==> config.mk <==
export PLATFORM = sky130hd
export DESIGN_NAME = model_coil_mc
export DESIGN_NICKNAME = d
export VERILOG_FILES = /design/src/rtl/model_coil_pkg.sv /design/src/rtl/model_coil_chan.sv /design/src/rtl/model_coil_mc.sv
export SDC_FILE = /design/constraint.sdc
export NUM_CORES = 2
export LEC_CHECK = 0
export CAP_MARGIN = 5
export CORE_UTILIZATION = 45
export CTS_BUF_LIST = sky130_fd_sc_hd__clkbuf_8
export CTS_CLUSTER_DIAMETER = 200
export CTS_CLUSTER_SIZE = 30
export DETAILED_ROUTE_END_ITERATION = 16
export SLEW_MARGIN = 20
export SYNTH_ARGS = -nofsm -noshare
export SYNTH_HDL_FRONTEND = slang
export SYNTH_SLANG_ARGS = --single-unit
export TNS_END_PERCENT = 30
==> constraint.sdc <==
create_clock -name clk -period 25.8 [get_ports clk]
set_input_delay 5.16 -clock clk [delete_from_list [all_inputs] [get_ports clk]]
set_output_delay 5.16 -clock clk [all_outputs]
set_load 0.01 [all_outputs]
==> src/rtl/model_coil_pkg.sv <==
// Shared constants, gain record and ADC correction helper for the coil current model.
//   ADC_FRAC_SHIFT : accumulator bits dropped before output scaling
//   OUT_SHIFT      : product bits dropped to land in ADC current units
//   KL_DEFAULT/KI_DEFAULT : default integrator gain and output scale
//   gain_t         : per-channel {kl, ki} pair
//   adc_correct()  : offset-binary to signed conversion with symmetric dead zone
package model_coil_pkg;

  localparam int unsigned ADC_FRAC_SHIFT = 19;
  localparam int unsigned OUT_SHIFT      = 23;
  localparam logic [15:0] KL_DEFAULT     = 16'd57358;
  localparam logic [15:0] KI_DEFAULT     = 16'd42089;

  typedef struct packed {
    logic [15:0] kl;
    logic [15:0] ki;
  } gain_t;

  // Flip the low width-1 bits of a raw sample so mid-scale reads as zero, sign-extend
  // from bit width-1, then squash anything within +/-deadzone to zero.
  function automatic logic signed [31:0] adc_correct(input logic [31:0]  raw,
                                                     input int unsigned width,
                                                     input int unsigned deadzone);
    logic [31:0]        flipped;
    logic signed [31:0] corr;
    logic signed [31:0] dz;
    flipped = (raw & ((32'd1 << width) - 32'd1)) ^ ((32'd1 << (width - 1)) - 32'd1);
    corr    = signed'(flipped << (32 - width)) >>> (32 - width);
    dz      = signed'(deadzone);
    if (corr <= dz && corr >= -dz) begin
      corr = '0;
    end
    return corr;
  endfunction

endpackage

==> src/rtl/model_coil_chan.sv <==
// One coil channel: sample hold registers, arm flag, run-time gains, integrator with
// zero/upper clamp, sticky saturation flag and two-stage output scaling.
//   sample_i/vcap_i/vout_i : corrected sample strobe and values for this channel
//   pwm_i                  : gate signal selecting vcap into the integrator
//   gain_we_i/gain_i       : gain pair write
//   zero_i                 : clear accumulator and saturation, disarm
//   iest_o                 : estimated current, offset-binary ADC units
//   sat_o                  : sticky, accumulator reached ACC_MAX
module model_coil_chan
  import model_coil_pkg::*;
#(
  parameter int unsigned ADC_W   = 12,
  parameter int unsigned ACC_W   = 37,
  parameter logic [63:0] ACC_MAX = 64'h0000_000F_FFFF_FFFF,
  parameter logic [15:0] KL_RST  = KL_DEFAULT,
  parameter logic [15:0] KI_RST  = KI_DEFAULT
) (
  input  logic             clk,
  input  logic             reset,
  input  logic             sample_i,
  input  logic [ADC_W-1:0] vcap_i,
  input  logic [ADC_W-1:0] vout_i,
  input  logic             pwm_i,
  input  logic             gain_we_i,
  input  gain_t            gain_i,
  input  logic             zero_i,
  output logic [ADC_W-1:0] iest_o,
  output logic             sat_o
);

  localparam int unsigned DV_W = ADC_W + 1;
  localparam int unsigned DI_W = ADC_W + 18;
  localparam int unsigned AT_W = ACC_W - ADC_FRAC_SHIFT;
  localparam int unsigned P_W  = AT_W + 18;
  localparam logic [ACC_W-1:0] ACC_MAX_C = ACC_MAX[ACC_W-1:0];

  logic [ADC_W-1:0] vcap_h_q, vcap_h_d, vout_h_q, vout_h_d;
  logic             armed_q, armed_d;
  gain_t            gain_q, gain_d;
  logic [ACC_W-1:0] acc_q, acc_d;
  logic             sat_q, sat_d;
  logic [P_W-1:0]   p_q, p_d;
  logic [ADC_W-1:0] iest_q, iest_d;

  logic [DV_W-1:0]  vcap_ext, deltav;
  logic [DI_W-1:0]  deltai;
  logic [ACC_W:0]   next_acc;
  logic [AT_W-1:0]  acc_top;
  logic             unused_p;

  // All arithmetic is done on sign-extended unsigned vectors; the low bits of a product
  // of properly extended operands equal the signed product.
  always_comb begin
    vcap_ext = pwm_i ? {vcap_h_q[ADC_W-1], vcap_h_q} : '0;
    deltav   = vcap_ext - {vout_h_q[ADC_W-1], vout_h_q};
    deltai   = {{(DI_W-DV_W){deltav[DV_W-1]}}, deltav} * {{(DI_W-16){1'b0}}, gain_q.kl};
    next_acc = {1'b0, acc_q} + {{(ACC_W+1-DI_W){deltai[DI_W-1]}}, deltai};

    vcap_h_d = vcap_h_q;
    vout_h_d = vout_h_q;
    armed_d  = armed_q;
    acc_d    = acc_q;
    sat_d    = sat_q;
    gain_d   = gain_we_i ? gain_i : gain_q;

    if (sample_i) begin
      vcap_h_d = vcap_i;
      vout_h_d = vout_i;
      armed_d  = 1'b1;
    end

    if (zero_i) begin
      acc_d   = '0;
      armed_d = 1'b0;
      sat_d   = 1'b0;
    end else if (!armed_q) begin
      acc_d = '0;
    end else if (next_acc[ACC_W]) begin
      acc_d = '0;
    end else if (next_acc > {1'b0, ACC_MAX_C}) begin
      acc_d = ACC_MAX_C;
      sat_d = 1'b1;
    end else begin
      acc_d = next_acc[ACC_W-1:0];
    end

    acc_top = acc_q[ACC_W-1:ADC_FRAC_SHIFT];
    p_d     = {{(P_W-AT_W){acc_top[AT_W-1]}}, acc_top} * {{(P_W-16){1'b0}}, gain_q.ki};
    // Inverting the low bits re-centres the result on mid-scale like a raw ADC code.
    iest_d  = p_q[ADC_W+OUT_SHIFT-1:OUT_SHIFT] ^ {1'b0, {(ADC_W-1){1'b1}}};
  end

  assign unused_p = ^{p_q[P_W-1:ADC_W+OUT_SHIFT], p_q[OUT_SHIFT-1:0]};

  always_ff @(posedge clk) begin
    if (reset) begin
      vcap_h_q <= '0;
      vout_h_q <= '0;
      armed_q  <= 1'b0;
      gain_q   <= '{kl: KL_RST, ki: KI_RST};
      acc_q    <= '0;
      sat_q    <= 1'b0;
      p_q      <= '0;
      iest_q   <= {1'b0, {(ADC_W-1){1'b1}}};
    end else begin
      vcap_h_q <= vcap_h_d;
      vout_h_q <= vout_h_d;
      armed_q  <= armed_d;
      gain_q   <= gain_d;
      acc_q    <= acc_d;
      sat_q    <= sat_d;
      p_q      <= p_d;
      iest_q   <= iest_d;
    end
  end

  assign iest_o = iest_q;
  assign sat_o  = sat_q;

endmodule

==> src/rtl/model_coil_mc.sv <==
// Multi-channel output-inductor current model. Corrects incoming ADC samples once,
// decodes sample and gain-write channel selects, and instantiates one model_coil_chan
// per power stage.
//   adc_valid/adc_ch/vcap/vout : raw sample strobe, channel and values
//   pwm, zero_req              : per-channel gate and clear/disarm
//   cfg_we/cfg_ch/cfg_kl/cfg_ki: per-channel gain write
//   iest                       : channel n at [n*ADC_W +: ADC_W]
//   sat                        : per-channel sticky saturation
module model_coil_mc
  import model_coil_pkg::*;
#(
  parameter int unsigned NCH      = 2,
  parameter int unsigned ADC_W    = 12,
  parameter int unsigned ACC_W    = 37,
  parameter int unsigned DEADZONE = 2,
  parameter logic [63:0] ACC_MAX  = 64'h0000_000F_FFFF_FFFF,
  parameter logic [15:0] KL_RST   = KL_DEFAULT,
  parameter logic [15:0] KI_RST   = KI_DEFAULT,
  localparam int unsigned CH_W    = (NCH > 1) ? $clog2(NCH) : 1
) (
  input  logic                 clk,
  input  logic                 reset,
  input  logic                 adc_valid,
  input  logic [CH_W-1:0]      adc_ch,
  input  logic [ADC_W-1:0]     vcap,
  input  logic [ADC_W-1:0]     vout,
  input  logic [NCH-1:0]       pwm,
  input  logic                 cfg_we,
  input  logic [CH_W-1:0]      cfg_ch,
  input  logic [15:0]          cfg_kl,
  input  logic [15:0]          cfg_ki,
  input  logic [NCH-1:0]       zero_req,
  output logic [NCH*ADC_W-1:0] iest,
  output logic [NCH-1:0]       sat
);

  logic [ADC_W-1:0] vcap_corr, vout_corr;
  gain_t            cfg_gain;

  always_comb begin
    vcap_corr   = ADC_W'(adc_correct(32'(vcap), ADC_W, DEADZONE));
    vout_corr   = ADC_W'(adc_correct(32'(vout), ADC_W, DEADZONE));
    cfg_gain.kl = cfg_kl;
    cfg_gain.ki = cfg_ki;
  end

  // Selects >= NCH match no channel, so out-of-range samples and writes drop out here.
  for (genvar n = 0; n < NCH; n++) begin : g_chan
    model_coil_chan #(
      .ADC_W  (ADC_W),
      .ACC_W  (ACC_W),
      .ACC_MAX(ACC_MAX),
      .KL_RST (KL_RST),
      .KI_RST (KI_RST)
    ) u_chan (
      .clk      (clk),
      .reset    (reset),
      .sample_i (adc_valid && (adc_ch == CH_W'(n))),
      .vcap_i   (vcap_corr),
      .vout_i   (vout_corr),
      .pwm_i    (pwm[n]),
      .gain_we_i(cfg_we && (cfg_ch == CH_W'(n))),
      .gain_i   (cfg_gain),
      .zero_i   (zero_req[n]),
      .iest_o   (iest[n*ADC_W +: ADC_W]),
      .sat_o    (sat[n])
    );
  end

endmodule
Yosys cells after proc, flatten, opt, wreduce, memory -nomap -nowiden --
Index checks and enable logic that the tools add are counted. Widths: inputs -> output; s select.
Cells by class: $add $sub $neg 4, $mul 4, magnitude comparators 6, muxes and demuxes 6, bitwise logic cells 10, reduce and logical (&&, ||, !) cells 14
Operators with widths (number):
- $add 37x38->38 | 2
- $gt 38x36->1 const B | 2
- $mux 36 | 2
- $mul 18x17->35 | 2
- $mul 13x17->30 | 2
- $not 11->11 | 4
- $mux 13 | 2
- $sub 13x13->13 | 2
- $ge 12x2->1 const B | 2
- $le 12x3->1 const B | 2
- $mux 12 | 2
- $reduce_or 5->1 | 2
- $reduce_or 4->1 | 2
- $logic_and 1x1->1 | 6
- $not 1->1 | 6
- $reduce_and 3->1 | 2
- $reduce_or 2->1 | 2
Storage, ports and cells: flip-flop bits (word level) 284, input port bits 66, output and inout port bits 26, word-level logic and storage cells 64

Logic depth before layout (Yosys ltp) --
depth after elaboration 6, depth in mapped cells 47

By module --
From an unflattened synthesis, not the netlist that was laid out.
Second synthesis, totals: cells, all modules 5275, area, all modules 47593.1 um^2
Modules (own cells, without submodules):
- model_coil_chan (g_chan[1].u_chan) | instances 1, cells an instance 2642, area an instance 23837.9 um^2
- model_coil_chan (g_chan[0].u_chan) | instances 1, cells an instance 2585, area an instance 23473.8 um^2
- model_coil_mc | instances 1, cells an instance 48, area an instance 281.5 um^2

Least setup slack after synthesis --
No wires, ideal clock.
kind input to register, from input pwm[1], to register g_chan[1].u_chan.acc_q[10], library setup time 0.120 ns, data arrival time 14.464 ns, data required time 25.680 ns, path slack 11.216 ns, stages 43, path buffers 3, cell sequence clkbuf_1 nand2_1 ha_1 fa_1 nor2b_1 o21ai_0 a21oi_1 o21a_1 o21a_1 o21a_1 o21ai_0 nor3b_1 nor2_1 clkbuf_1 nand2_1 fa_1 fa_1 inv_1 [... 7 more ...] o21a_1 nor2_1 a21oi_1 a211oi_1 o21bai_1 a31oi_1 xnor2_1 ha_1 a21o_1 a21o_1 a21o_1 a21o_1 a21oi_1 o21ai_0 a41oi_4 xor2_4 buf_6 a21oi_1
On the way: longest elaborated chain between the ends 6
RTL lines:
- start: declaration | RTL line model_coil_mc.sv:27 | input logic [NCH-1:0] pwm,
- $mux 13 * | RTL line model_coil_chan.sv:54 | vcap_ext = pwm_i ? {vcap_h_q[ADC_W-1], vcap_h_q} : '0;
- $sub 13x13->13 * | RTL line model_coil_chan.sv:55 | deltav = vcap_ext - {vout_h_q[ADC_W-1], vout_h_q};
- $mul 13x17->30 * | RTL line model_coil_chan.sv:56 | deltai = {{(DI_W-DV_W){deltav[DV_W-1]}}, deltav} * {{(DI_W-16){1'b0}}, gain_q.kl};
- $add 37x38->38 * | RTL line model_coil_chan.sv:57 | next_acc = {1'b0, acc_q} + {{(ACC_W+1-DI_W){deltai[DI_W-1]}}, deltai};
- $gt 38x36->1 | RTL line model_coil_chan.sv:80 | end else if (next_acc > {1'b0, ACC_MAX_C}) begin
- $mux 36 | RTL line model_coil_chan.sv:80
- end signal: assignment | RTL line model_coil_chan.sv:101 | acc_q <= '0;
- end signal: assignment | RTL line model_coil_chan.sv:110 | acc_q <= acc_d;
- end: declaration | RTL line model_coil_chan.sv:40 | logic [ACC_W-1:0] acc_q, acc_d;
Every way passes the cells marked *; elsewhere a longest branch is shown, timed or not. A chain may end at the register's enable or synchronous reset.

Worst setup path in the final report --
from input pwm[0], to register g_chan[0].u_chan.acc_q[29]
On the way: longest elaborated chain between the ends 6
RTL lines (RTL line):
- $mux 13 * | model_coil_chan.sv:54
- $sub 13x13->13 * | model_coil_chan.sv:55
- $mul 13x17->30 * | model_coil_chan.sv:56
- $add 37x38->38 * | model_coil_chan.sv:57
- $gt 38x36->1 | model_coil_chan.sv:80
- $mux 36 | model_coil_chan.sv:80
- end signal: assignment | model_coil_chan.sv:101
- end signal: assignment | model_coil_chan.sv:110
- end: declaration | model_coil_chan.sv:40
Marked as above.

==> flow_summary.yaml <==
layout:
  nNetsFinal: 6669
  multi_input_area_um2: 37190
  final_common_cell: "inv_1"
  drive_gt1_frac: 0.02011
  area.growth.synth_to_final_pct: 5.035
  final_cell_mix: "inv_1 (1026), fa_1 (894), nand2_1 (779)"
  seqCellArea_um2: 4765
  fillers: 9922
sta:
  slew_viol_final: 0
  setup_tns_ps: 0
  skew_ps: 58.11
  min_period_ps: 16030
  worstMarginPinSlew_ps: 1087
  max_freq_mhz: 62.38
  rsz0062_at_grt: "no"
  finalCritPeriodShare: 0.6213
  setup_viol: 0
  slew_headroom: 0.2753
  fin_ws_ps: 9770
  hold_violations: 0
critical_path:
  arrival_ps: 16470
  crit_type: "in2reg"
  required_ps: 26240
  cp_max_fo: 32
  reg2reg_slack_ps: 14700
  end_kind: "flop"
  crit_slowest_cell: "nor2_1"
  crit_top_cell: "fa_1"
  reg2reg_from: "g_chan[0].u_chan.vcap_h_q[2]$_SDFFE_PP0P_"
  max_stage_delay_ps: 790
  rr_endpoint: "g_chan[0].u_chan.acc_q[29]$_SDFF_PP0_"
  startpoint_type: "primary input"
  rr_worst_depth: 39
detailed_routing:
  drt-pass1-iter-count: 5
  drt-met1-wl_um: 50720
  wl_per_cell_um: 16.56
  routed.top_layer: "met5"
  wirelength_um: 109100
  num_vias: 34029
  drc: 0
  drt_iter0_drc: 2003
  met2WireLength_um: 52670
  drt.antenna.violating_nets: 0
  wl_met3_um: 4181
  vias_per_cell: 5.163
logic_synthesis:
  synth_top_area_frac: 0.3835
  synthFlopType: "dfxtp_1"
  synth_edf_count: 0
  synth_area_um2: 46660
  ys_ff_latch: 238
  async_flop_share: 0
  synth_warnings: 0
  yosys.area.top_type: "fa_1"
  seq_area_frac_synth: 0.1021
  synth.area.top_cells: "fa_1 (38%), ha_1 (13%), dfxtp_1 (10%), inv_1 (8.3%), nand2_1 (6.3%)"
  post_synth_inst_count: 5289
  synth.distinct_cells: 69
  avgSynthCellArea_um2: 8.823
power:
  p_clk_frac: 0.030
  sw_frac_of_total: 0.5471
  combPwrFrac: 0.895
  pwr-share-seq: 0.075
  ir_worst_vdd_v: 0.0001761
  p_leak_nw: 23.89
  switchingPower_mw: 3.384
  p_per_area_nw_per_um2: 126.2
  intPower_mw: 2.801
floorplan:
  die_h_um: 324.0
  io_pins: 92
  start_util: 0.4560
  core_area_um2: 102300
  row_count: 117
  die-area_um2: 105000
  die_w_um: 324.0
global_route:
  grt_pass1_wl_um: 182000
  grt_max_degree: 88
  track_usage: 0.2158
  antenna_found_initial: 4
  grt_overflow_total: 0
  grt_pass1_vias: 35090
cts:
  cts_buffers: 12
  ctsResizeCount: 0
  clockBufferDepth: 3
  post_cts_buffers: 0
  cts_hold_buf: 0
  cts_sinks: 238
  clk_pin_slew_worst_paths_ps: 180
  tritoncts: "done"
  htree_levels: 1
  root_buffer: "clkbuf_8"
  clock_latency_ps: 610
placed_design:
  port_buffers: 91
  dp_hpwl_um: 87920
  gp_congestion: 0.8624
  pre_cts_slack_ps: 9236
hold_path:
  hold_depth: 1
  min_to: "g_chan[1].u_chan.iest_o[2]$_SDFF_PP1_"
  hold_class: "reg2reg"
  hp-start: "g_chan[1].u_chan.p_q[25]$_SDFF_PP0_"
run_status:
  outcome: "finished, final reports clean"
flow_run:
  max_cap_viol_count: 0
==> cell usage after synthesis (4+ instances only) <==
master / instances
nor3b_1: 4
o21a_1: 27
o31ai_1: 5
and3_1: 18
a21o_1: 88
o211ai_1: 13
o31a_1: 6
clkbuf_1: 203
dfxtp_1: 238
nand2_1: 779
nand3_1: 21
a221o_1: 5
and2_1: 356
a21boi_0: 12
xor2_1: 64
nor3_1: 71
or2_2: 21
a221oi_1: 6
inv_1: 1026
xnor2_1: 103
nand2b_1: 71
nor2b_1: 53
fa_1: 894
o21bai_1: 20
o21ai_0: 76
o41ai_1: 5
and4_1: 7
o21ai_2: 5
a31oi_1: 18
nor2_1: 167
a211oi_1: 13
a21oi_1: 287
nand4_1: 14
or3_1: 8
buf_2: 12
or4_1: 6
nand3b_1: 27
ha_1: 490
==> cells by family (layout without fill, tap and decap cells) <==
| family | Yosys count | after routing | share of synthesized area |
|---|---|---|---|
| simple gates | 1632 | 1632 | 0.1680 |
| fa+ha+maj | 1384 | 1384 | 0.5149 |
| buf+inv | 1249 | 1180 | 0.1014 |
| compound gates | 617 | 617 | 0.08159 |
| flops | 238 | 238 | 0.1021 |
| xor+xnor | 168 | 168 | 0.03193 |
| other cells | 1 | 4 | 0.00008036 |
==> layout make-up <==
cell class                      count  area share
Multi-Input combinational cell   3803      0.7588
Sequential cell                   238     0.09721
Inverter                         1026     0.07857
Tap cell                         1368     0.03492
Timing Repair Buffer              138     0.02581
Clock buffer                       13    0.003650
Clock inverter                      3   0.0009190
Antenna cell                        2   0.0001021
==> power groups by stage <==
stage               Combinational, mW  Sequential, mW  Clock [mW]
finish                           5.54           0.464       0.184
global route                     6.28           0.471       0.204
CTS                              5.60           0.465       0.195
detailed placement               5.55           0.473           0
global placement                 5.55           0.472           0
floorplan                        4.37           0.440           0
==> critical path: cells and delay by family <==
| kind | cells | cell delay (ps) |
|---|---|---|
| AO/OA/AOI/OAI | 16 | 3200 |
| adder cells (fa/ha/maj) | 9 | 4000 |
| XOR/XNOR | 2 | 310 |
| buffers and inverters | 5 | 1110 |
| AND/OR/NAND/NOR | 8 | 2670 |
==> registers in the layout, summed over array words and instances, names as in the netlist <==
| register | count |
|---|---|
| g_chan.u_chan.vcap_h_q | 24 |
| g_chan.u_chan.p_q | 24 |
| g_chan.u_chan.iest_o | 24 |
| g_chan.u_chan.vout_h_q | 24 |
| g_chan.u_chan.acc_q | 74 |
| g_chan.u_chan.sat_o | 2 |
| g_chan.u_chan.gain_q | 64 |
| g_chan.u_chan.armed_q | 2 |
==> worst max-delay path by stage <==
stage / slack [ps] / start / to / depth (start not counted)
2_1_floorplan: 11220 / pwm[1] / g_chan[1].u_chan.acc_q[10]$_SDFF_PP0_ / 43
3_3_place_gp: 9430 / pwm[0] / g_chan[0].u_chan.acc_q[16]$_SDFF_PP0_ / 40
3_5_place_dp: 9240 / pwm[0] / g_chan[0].u_chan.sat_o$_SDFFE_PP0P_ / 41
4_1_cts: 9830 / pwm[0] / g_chan[0].u_chan.acc_q[29]$_SDFF_PP0_ / 40
5_1_grt: 8980 / pwm[0] / g_chan[0].u_chan.acc_q[29]$_SDFF_PP0_ / 40
6_report: 9770 / pwm[0] / g_chan[0].u_chan.acc_q[29]$_SDFF_PP0_ / 40
==> stage by stage <==
stage                     utilization  total power, mW  hold WS, ps  area (um^2)  std cells
after detailed placement       0.4767            6.022        362.9        48780       6573
after global placement         0.4767            6.020        364.7        48780       6573
after floorplan                     -            4.812        355.7        46670       5290
after CTS                      0.4789            6.262        404.6        49010       6589
final                          0.4790            6.184        396.5        49010       6591
after global routing           0.4790            6.958        411.6        49010       6590
==> metal layers <==
metal  vias to the layer above  global-route usage
met5                         -                   0
met4                         4             0.03847
met3                        91             0.01536
met2                       601              0.3634
met1                     17332              0.3072
li1                      16001                   -
Note: power is estimated with default switching activity, not from simulation.
